`config.mk`:
```
export PLATFORM = sky130hd
export DESIGN_NAME = laser_palette_fader
export DESIGN_NICKNAME = d
export VERILOG_FILES = /design/src/rtl/laser_palette_pkg.sv /design/src/rtl/laser_intensity_decay.sv /design/src/rtl/laser_palette_fader.sv
export SDC_FILE = /design/constraint.sdc
export NUM_CORES = 1
export LEC_CHECK = 0
export ABC_AREA = 1
export CAP_MARGIN = 20
export CORE_MARGIN = 2
export CORE_UTILIZATION = 45
export CTS_CLUSTER_DIAMETER = 30
export CTS_CLUSTER_SIZE = 30
export DETAILED_ROUTE_END_ITERATION = 8
export PLACE_DENSITY = 0.61
export RECOVER_POWER = 100
export SLEW_MARGIN = 20
export SYNTH_ARGS = -nofsm -noshare
export SYNTH_HDL_FRONTEND = slang
export SYNTH_SLANG_ARGS = --single-unit
```
`constraint.sdc`:
```
create_clock -name Clk -period 4.2 [get_ports Clk]
set_input_delay 0.63 -clock Clk [delete_from_list [all_inputs] [get_ports Clk]]
set_output_delay 0.63 -clock Clk [all_outputs]
set_load 0.02 [all_outputs]
```
`src/rtl/laser_palette_pkg.sv`:
```
// Shared types, reset palette and channel scaling helper for the laser palette fader.
package laser_palette_pkg;

  localparam int CH_W_DEFAULT = 4;
  localparam int N_DEFAULTS   = 8;

  typedef struct packed {
    logic [CH_W_DEFAULT-1:0] r;
    logic [CH_W_DEFAULT-1:0] g;
    logic [CH_W_DEFAULT-1:0] b;
  } rgb_t;

  localparam rgb_t DEFAULT_PALETTE [N_DEFAULTS] = '{
    rgb_t'(12'h000), rgb_t'(12'hF81), rgb_t'(12'h638), rgb_t'(12'h1BE),
    rgb_t'(12'hFE1), rgb_t'(12'hD22), rgb_t'(12'h338), rgb_t'(12'hAD3)
  };

  // (ch * (eff+1)) >> int_w, so full intensity returns the channel unchanged
  function automatic logic [31:0] scale_ch(input logic [31:0] ch,
                                           input logic [31:0] eff,
                                           input int          int_w);
    logic [63:0] prod;
    prod = 64'(ch) * (64'(eff) + 64'd1);
    return 32'(prod >> int_w);
  endfunction

endpackage

```
`src/rtl/laser_intensity_decay.sv`:
```
// Per-entry intensity registers: pluck loads full scale, a shared tick prescaler decays them.
module laser_intensity_decay
  import laser_palette_pkg::*;
#(
  parameter int N_ENT       = 8,
  parameter int INT_W       = 4,
  parameter int DECAY_TICKS = 4
) (
  input  logic                   Clk,
  input  logic                   Reset_n,
  input  logic [N_ENT-1:0]       pluck_i,
  input  logic                   tick_i,
  output logic [N_ENT*INT_W-1:0] inten_o
);

  localparam int PRE_W = (DECAY_TICKS > 1) ? $clog2(DECAY_TICKS) : 1;
  localparam logic [PRE_W-1:0] PRE_LAST = PRE_W'(DECAY_TICKS - 1);
  localparam logic [INT_W-1:0] INT_MAX  = '1;

  logic [PRE_W-1:0] pre_cnt;
  logic             decay_step;
  logic [INT_W-1:0] inten [N_ENT];

  assign decay_step = tick_i && (pre_cnt == PRE_LAST);

  always_ff @(posedge Clk or negedge Reset_n) begin
    if (!Reset_n) begin
      pre_cnt <= '0;
    end else if (tick_i) begin
      pre_cnt <= (pre_cnt == PRE_LAST) ? '0 : pre_cnt + 1'b1;
    end
  end

  // pluck has priority so a held pluck pins the entry at full scale
  always_ff @(posedge Clk or negedge Reset_n) begin
    if (!Reset_n) begin
      for (int i = 0; i < N_ENT; i++) inten[i] <= '0;
    end else begin
      for (int i = 0; i < N_ENT; i++) begin
        if (pluck_i[i]) begin
          inten[i] <= INT_MAX;
        end else if (decay_step && (inten[i] != '0)) begin
          inten[i] <= inten[i] - 1'b1;
        end
      end
    end
  end

  for (genvar g = 0; g < N_ENT; g++) begin : g_pack
    assign inten_o[g*INT_W +: INT_W] = inten[g];
  end

endmodule

```
`src/rtl/laser_palette_fader.sv`:
```
// Writable colour palette whose entries are scaled by a pluck-triggered fading intensity.
module laser_palette_fader
  import laser_palette_pkg::*;
#(
  parameter int IDX_W       = 3,
  parameter int CH_W        = 4,
  parameter int INT_W       = 4,
  parameter int DECAY_TICKS = 4,
  localparam int N_ENT      = 2**IDX_W
) (
  input  logic                   Clk,
  input  logic                   Reset_n,
  input  logic                   pix_valid_i,
  input  logic [IDX_W-1:0]       pix_index_i,
  input  logic                   mode_i,
  input  logic [N_ENT-1:0]       pluck_i,
  input  logic                   tick_i,
  input  logic                   wr_en_i,
  input  logic [IDX_W-1:0]       wr_addr_i,
  input  logic [3*CH_W-1:0]      wr_data_i,
  output logic                   pix_valid_o,
  output logic [CH_W-1:0]        red_o,
  output logic [CH_W-1:0]        green_o,
  output logic [CH_W-1:0]        blue_o,
  output logic [N_ENT*INT_W-1:0] inten_o
);

  localparam logic [INT_W-1:0] INT_MAX = '1;

  // Reset colours are 4-bit; wider channels are left-aligned with zero low bits
  function automatic logic [3*CH_W-1:0] default_rgb(input int idx);
    rgb_t              d;
    logic [CH_W+3:0]   r_w, g_w, b_w;
    d   = (idx < N_DEFAULTS) ? DEFAULT_PALETTE[idx[2:0]] : '0;
    r_w = {d.r, {CH_W{1'b0}}};
    g_w = {d.g, {CH_W{1'b0}}};
    b_w = {d.b, {CH_W{1'b0}}};
    return {r_w[CH_W+3 -: CH_W], g_w[CH_W+3 -: CH_W], b_w[CH_W+3 -: CH_W]};
  endfunction

  logic [3*CH_W-1:0] pal [N_ENT];
  logic [3*CH_W-1:0] rd_rgb;
  logic [INT_W-1:0]  rd_int;
  logic [INT_W-1:0]  eff_int;

  logic              s1_valid;
  logic [3*CH_W-1:0] s1_rgb;
  logic [INT_W-1:0]  s1_int;

  laser_intensity_decay #(
    .N_ENT      (N_ENT),
    .INT_W      (INT_W),
    .DECAY_TICKS(DECAY_TICKS)
  ) u_decay (
    .Clk    (Clk),
    .Reset_n(Reset_n),
    .pluck_i(pluck_i),
    .tick_i (tick_i),
    .inten_o(inten_o)
  );

  // Register array rather than RAM so reset can restore the default palette
  always_ff @(posedge Clk or negedge Reset_n) begin
    if (!Reset_n) begin
      for (int i = 0; i < N_ENT; i++) pal[i] <= default_rgb(i);
    end else if (wr_en_i) begin
      pal[wr_addr_i] <= wr_data_i;
    end
  end

  assign rd_rgb  = pal[pix_index_i];
  assign rd_int  = inten_o[pix_index_i*INT_W +: INT_W];
  assign eff_int = mode_i ? rd_int : INT_MAX;

  always_ff @(posedge Clk or negedge Reset_n) begin
    if (!Reset_n) begin
      s1_valid <= 1'b0;
      s1_rgb   <= '0;
      s1_int   <= '0;
    end else begin
      s1_valid <= pix_valid_i;
      s1_rgb   <= rd_rgb;
      s1_int   <= eff_int;
    end
  end

  always_ff @(posedge Clk or negedge Reset_n) begin
    if (!Reset_n) begin
      pix_valid_o <= 1'b0;
      red_o       <= '0;
      green_o     <= '0;
      blue_o      <= '0;
    end else begin
      pix_valid_o <= s1_valid;
      red_o       <= CH_W'(scale_ch(32'(s1_rgb[3*CH_W-1 -: CH_W]), 32'(s1_int), INT_W));
      green_o     <= CH_W'(scale_ch(32'(s1_rgb[2*CH_W-1 -: CH_W]), 32'(s1_int), INT_W));
      blue_o      <= CH_W'(scale_ch(32'(s1_rgb[CH_W-1 -: CH_W]),   32'(s1_int), INT_W));
    end
  end

endmodule

```
# == Word-level counts from Yosys, hierarchy flattened ==
# Index checks and enable logic that the tools add are counted.
# op_classes
shift,1
addsub,10
eq_ne,1
mux,24
magnitude_cmp,3
bitwise,2
reduce_logical,26
multipliers,3
# op_table
cell,count
4-bit by 64-bit multiplier with 8-bit output,2
96-bit bitwise mux,1
4-bit 2-to-1 mux,17
12-bit binary-select mux with 3-bit select,1
12-bit demux with 3-bit select,1
12-bit 2-to-1 mux,3
4-bit nonzero test,8
32-bit by 6-bit variable part select with 4-bit output,1
"4-bit by 1-bit subtractor with 4-bit output, second input constant",8
2-bit nonzero test,8
1-bit logical AND,10
"4-bit >= comparator, second input constant",2
4-bit by 5-bit multiplier with 8-bit output,1
3-bit NOT with 4-bit output,2
"4-bit by 1-bit adder with 5-bit output, second input constant",1
"4-bit by 1-bit less-than comparator with 1-bit output, second input constant",1
"2-bit by 1-bit adder with 2-bit output, second input constant",1
"2-bit equality test, second input constant",1
2-bit 2-to-1 mux,1
# totals
reg_bits,160
in_bits,32
output_inout_bits,45

# == Longest topological paths before layout ==
# depth
ltp_word,6
mapped_depth,16

# == Cells and area by module ==
# A second synthesis with hierarchy kept.
# hier_totals
hier_cells,1114
hier_area_um2,8857.2
# by_module_without_submodules
module,n_inst,cells_per_inst,area_per_inst_um2,seq_area_each_um2
laser_palette_fader,1,852,6890.4,3206.8
laser_intensity_decay,1,262,1966.9,850.8

# == Worst setup path after synthesis ==
# No wires, ideal clock.
# synth_path
kind,register to register
startpoint,register s1_int[0]
endpoint,register green_o[3]
setup_ns,0.117
path_stages_with_launch,15
setup_slack_ns,1.204
required_time_ns,4.083
arrival_time_ns,2.879
synth_period_minus_slack_ns,2.996
cell_sequence,dfrtp_1 ha_1 xor2_1 inv_1 nor2_1 fa_1 inv_1 fa_1 inv_1 ha_1 a21oi_1 o21a_1 nand2_1 nand2_1 nand2_1
# synth_via
elab_chain_len,2
# synth_rtl
item,line_no,rtl
from (decl),laser_palette_fader.sv:48,logic [INT_W-1:0] s1_int;
from (signal assigned),laser_palette_fader.sv:83,s1_int <= eff_int;
4-bit by 1-bit adder with 5-bit output,laser_palette_pkg.sv:23,prod = 64'(ch) * (64'(eff) + 64'd1);
4-bit by 64-bit multiplier with 8-bit output,laser_palette_pkg.sv:23,
to (signal assigned),laser_palette_fader.sv:96,"green_o <= CH_W'(scale_ch(32'(s1_rgb[2*CH_W-1 -: CH_W]), 32'(s1_int), INT_W));"
to (decl),laser_palette_fader.sv:23,"output logic [CH_W-1:0] green_o,"
# Every way passes these cells.
# A chain may end at the register's enable or synchronous reset.

# == Worst setup path in the final report ==
# layout_path
startpoint,input port wr_addr_i[1]
endpoint,register pal[10] in the netlist's numbering
# layout_via
elab_chain_len,6
elab_cells_between_ends,7
# layout_rtl
item,line_no,rtl
from (decl),laser_palette_fader.sv:19,"input logic [IDX_W-1:0] wr_addr_i,"
3-bit NOT with 4-bit output (not written as such) *,laser_palette_fader.sv:67,pal[wr_addr_i] <= wr_data_i;
4-bit >= comparator (not written as such) / 4-bit by 1-bit less-than comparator with 1-bit output (equally long branches),laser_palette_fader.sv:67,
1-bit logical AND (not written as such),laser_palette_fader.sv:67,
12-bit 2-to-1 mux (not written as such),laser_palette_fader.sv:67,
12-bit demux with 3-bit select *,laser_palette_fader.sv:67,
96-bit bitwise mux *,laser_palette_fader.sv:67,
"to (signal, indexed assignment)",laser_palette_fader.sv:67,
to (decl),laser_palette_fader.sv:41,logic [3*CH_W-1:0] pal [N_ENT];
# Every way passes the cells marked *; elsewhere a longest branch is shown, timed or not.

==> impl_metrics.yaml <==
hold_path:
  hp-start: "s1_valid$_DFF_PN0_"
  whs_path_depth: 0
  worstHoldEndpoint: "pix_valid_o$_DFF_PN0_"
  hold_path.class: "flip-flop to flip-flop"
clock_network:
  clkLatencyLatePin_ps: 430
  cts_resized: 0
  cts.reportedPaths.clkPinSlew_ps: 60
  h-tree-depth: 4
  cts.sinks: 160
  cts_buffers: 17
  post-cts-setup-buffers: 0
  cts_root_buf: "clkbuf_16"
  clockBufferDepth: 2
  hold_buffers: 0
  cts_tree: "done"
placed_design:
  gp_congestion: 0.9072
  place_inst: 1320
  place_ws_ps: 843.5
  io_buffers: 76
  hpwl_um: 12950
sta:
  rsz0062_at_grt: "false"
  timing.fmax_ghz: 0.2918
  tightest_slew_ps: 2801
  fin_crit_sh_pct: 81.60
  setup_ws_ps: 772.9
  hold-worst-slack_ps: 351.2
  fin_crit_ps: 3427
  setup-violations-final: 0
  finClkSkew_ps: 10.16
  relSlewSlack_pct: -88.20
  slew_viol_final: 108
  final_hold_viol_count: 0
  tns_ps: 0
setup_path:
  crit_start: "wr_addr_i[1]"
  crit_path_end_kind: "flip-flop"
  r2r_end: "blue_o[1]$_DFF_PN0_"
  crit_path_start_kind: "input port"
  cp.arrival_ps: 3630
  critPathKind: "input port to flip-flop"
  reg2reg_from: "s1_int[0]$_DFF_PN0_"
  crit_path_max_fanout: 24
  crit_required_ps: 4400
  r2r_setup_slack_ps: 840
  ff2ff_path_depth: 12
layout:
  fin_nets: 1189
  multi_input_area_mm2: 0.003799
  num_antenna_cells: 0
  layout.cells.non_filler: 1352
  fillers: 1790
  synthToLayoutAreaGrowth_pct: 16.85
  regArea_mm2: 0.004058
  drive_gt1_share_pct: 7.424
synth:
  synth-main-ff-cell: "dfrtp_1"
  synth_top_family_by_area: "compound AO/OA/AOI/OAI gates"
  syn-cell-area_mm2: 0.008584
  ys_seq_area_share_pct: 47.27
  synth_edf_count: 0
  ys_ff_latch: 160
  synthArstFlopShare_pct: 100.0
  muxShareOfSynthArea_pct: 0.1312
  synth-simple-area-share_pct: 17.15
  synthXorXnorAreaFrac_pct: 1.122
  synth_cell_types: 26
  synth_fp_nets: 1133
  postSynthAreaPerCell_um2: 8.183
  yosysWarnings: 0
  synth_fa_ha_area_share_pct: 8.891
  synth_compound_area_share_pct: 17.37
  syn_inst: 1049
power_and_ir_drop:
  powerDensity_mw_per_mm2: 505.1
  ir_drop_uv: 312.0
  leakage_uw: 0.004798
  fin_total_pwr_uw: 5066
global_routing:
  grt_pass1_wl_um: 33580
  grt_pass1_vias: 6664
  grt_max_degree: 84
  grt-ovfl-total: 0
  grt_use_total_pct: 21.02
  grt_antenna_before_repair: 0
routing:
  postRouteAntennaNets: 0
  routedWlPerCell_um: 14.66
  first_pass_iters: 5
  wl_um: 19820
  vias: 6998
  drtIter0Drc: 386
  drcViolationCount: 0
  vias_per_cell: 5.176
floorplanning:
  pin_count: 77
  num_rows: 50
  die_h_um: 142.1
  start_util_pct: 45.89
  die-area_mm2: 0.02020
  die_x_um: 142.1
  core_mm2: 0.01871
job:
  cap_violations: 2
outcome:
  status: "finished, violations left"
  violations: "max-capacitance violations, max-slew violations"
## cell usage in the layout (no fill, tap or decap)
| master | count |
|---|---|
| nand2_1 | 226 |
| o21ai_0 | 202 |
| inv_1 | 122 |
| dfrtp_1 | 117 |
| nor2_1 | 104 |
| a21oi_1 | 51 |
| dlygate4sd3_1 | 50 |
| nand3_1 | 43 |
| dfstp_2 | 43 |
| ha_1 | 37 |
| o22ai_1 | 24 |
| clkdlybuf4s50_1 | 24 |
| clkbuf_16 | 17 |
| fa_1 | 15 |
| xor2_1 | 11 |
| o211ai_1 | 4 |
| o21a_1 | 3 |
| clkbuf_8 | 3 |
| bufinv_16 | 3 |
| buf_4 | 3 |
| inv_2 | 2 |
| clkinv_2 | 2 |
| clkinvlp_4 | 2 |
| clkinv_4 | 2 |
| nor3_1 | 1 |
| mux2_2 | 1 |
| inv_6 | 1 |
| clkbuf_1 | 1 |
| inv_8 | 1 |
| clkbuf_2 | 1 |
| buf_2 | 1 |
| buf_12 | 1 |
## critical path, cell delays in order
cell           delay (ps)
dlygate4sd3_1         590
inv_1                  70
nor3_1               2110
a21oi_1               210
## power by group
part           switching [uW]  leakage [uW]  internal, uW  total, uW
combinational             834       0.00269           525       1360
sequential                163       0.00180          1900       2070
clock                     651      0.000302           989       1640
## registers in the layout, indices dropped and copies added (netlist names)
signal	count
red_o	4
s1_int	4
blue_o	4
s1_valid	1
s1_rgb	12
pal	96
u_decay.inten_o	32
pix_valid_o	1
u_decay.pre_cnt	2
green_o	4
## area by class of cell
type	count	share of cell area (%)
Timing Repair Buffer	80	7.908
Clock inverter	11	1.522
Clock buffer	21	4.690
Multi-Input combinational cell	722	37.87
Sequential cell	160	40.45
Tap cell	234	2.919
Inverter	124	4.640
## stage by stage
step	instance area [um2]	util (%)
3_3_place_gp	9450	50.52
6_report	10030	53.63
2_1_floorplan	8584	-
5_1_grt	10030	53.63
3_5_place_dp	9450	50.52
4_1_cts	10070	53.85
## Yosys cell counts (all sizes together), types with 4 or more instances
cell    count  share of area (%)
inv       124                5.4
o211ai      4               0.35
o21ai     202                 12
ha         37                5.4
nand2     226                9.9
dfstp      43                 13
o22ai      24                1.7
dfrtp     117                 34
a21oi      51                3.0
nand3      43                2.5
xor2       11                1.1
fa         15                3.5
clkbuf     20               0.93
nor2      104                4.6
buf        23                1.7
## per-layer routing
layer / part of all wire, % / vias to the layer above / wire [um] / global-route usage, %
met5: 0 / - / 0 / 0
met4: 1.3 / 0 / 253 / 5.579
met3: 3.9 / 22 / 767 / 4.071
met2: 47 / 140 / 9316 / 33.44
met1: 48 / 3316 / 9486 / 29.60
li1: - / 3520 / - / -
## how the worst max path moves through the flow
stage / endpoint / slack [ps] / cells after the start
finish: pal[10]$_DFFE_PN0P_ / 770 / 4
global route: pal[10]$_DFFE_PN0P_ / 400 / 5
CTS: green_o[3]$_DFF_PN0_ / 820 / 14
detailed placement: green_o[3]$_DFF_PN0_ / 840 / 14
global placement: blue_o[3]$_DFF_PN0_ / 880 / 14
floorplan: green_o[3]$_DFF_PN0_ / 1200 / 14
## cells by family (layout without fill, tap and decap cells)
logic type / after synthesis / count (layout)
and+or+nand+nor: 374 / 374
AOI/OAI and AO/OA: 284 / 284
buffers and inverters: 167 / 236
DFF: 160 / 160
adders and majority gates: 52 / 52
xor gates and xnor gates: 11 / 11
muxes: 1 / 1
No activity file was read; power rests on OpenSTA's default activity.
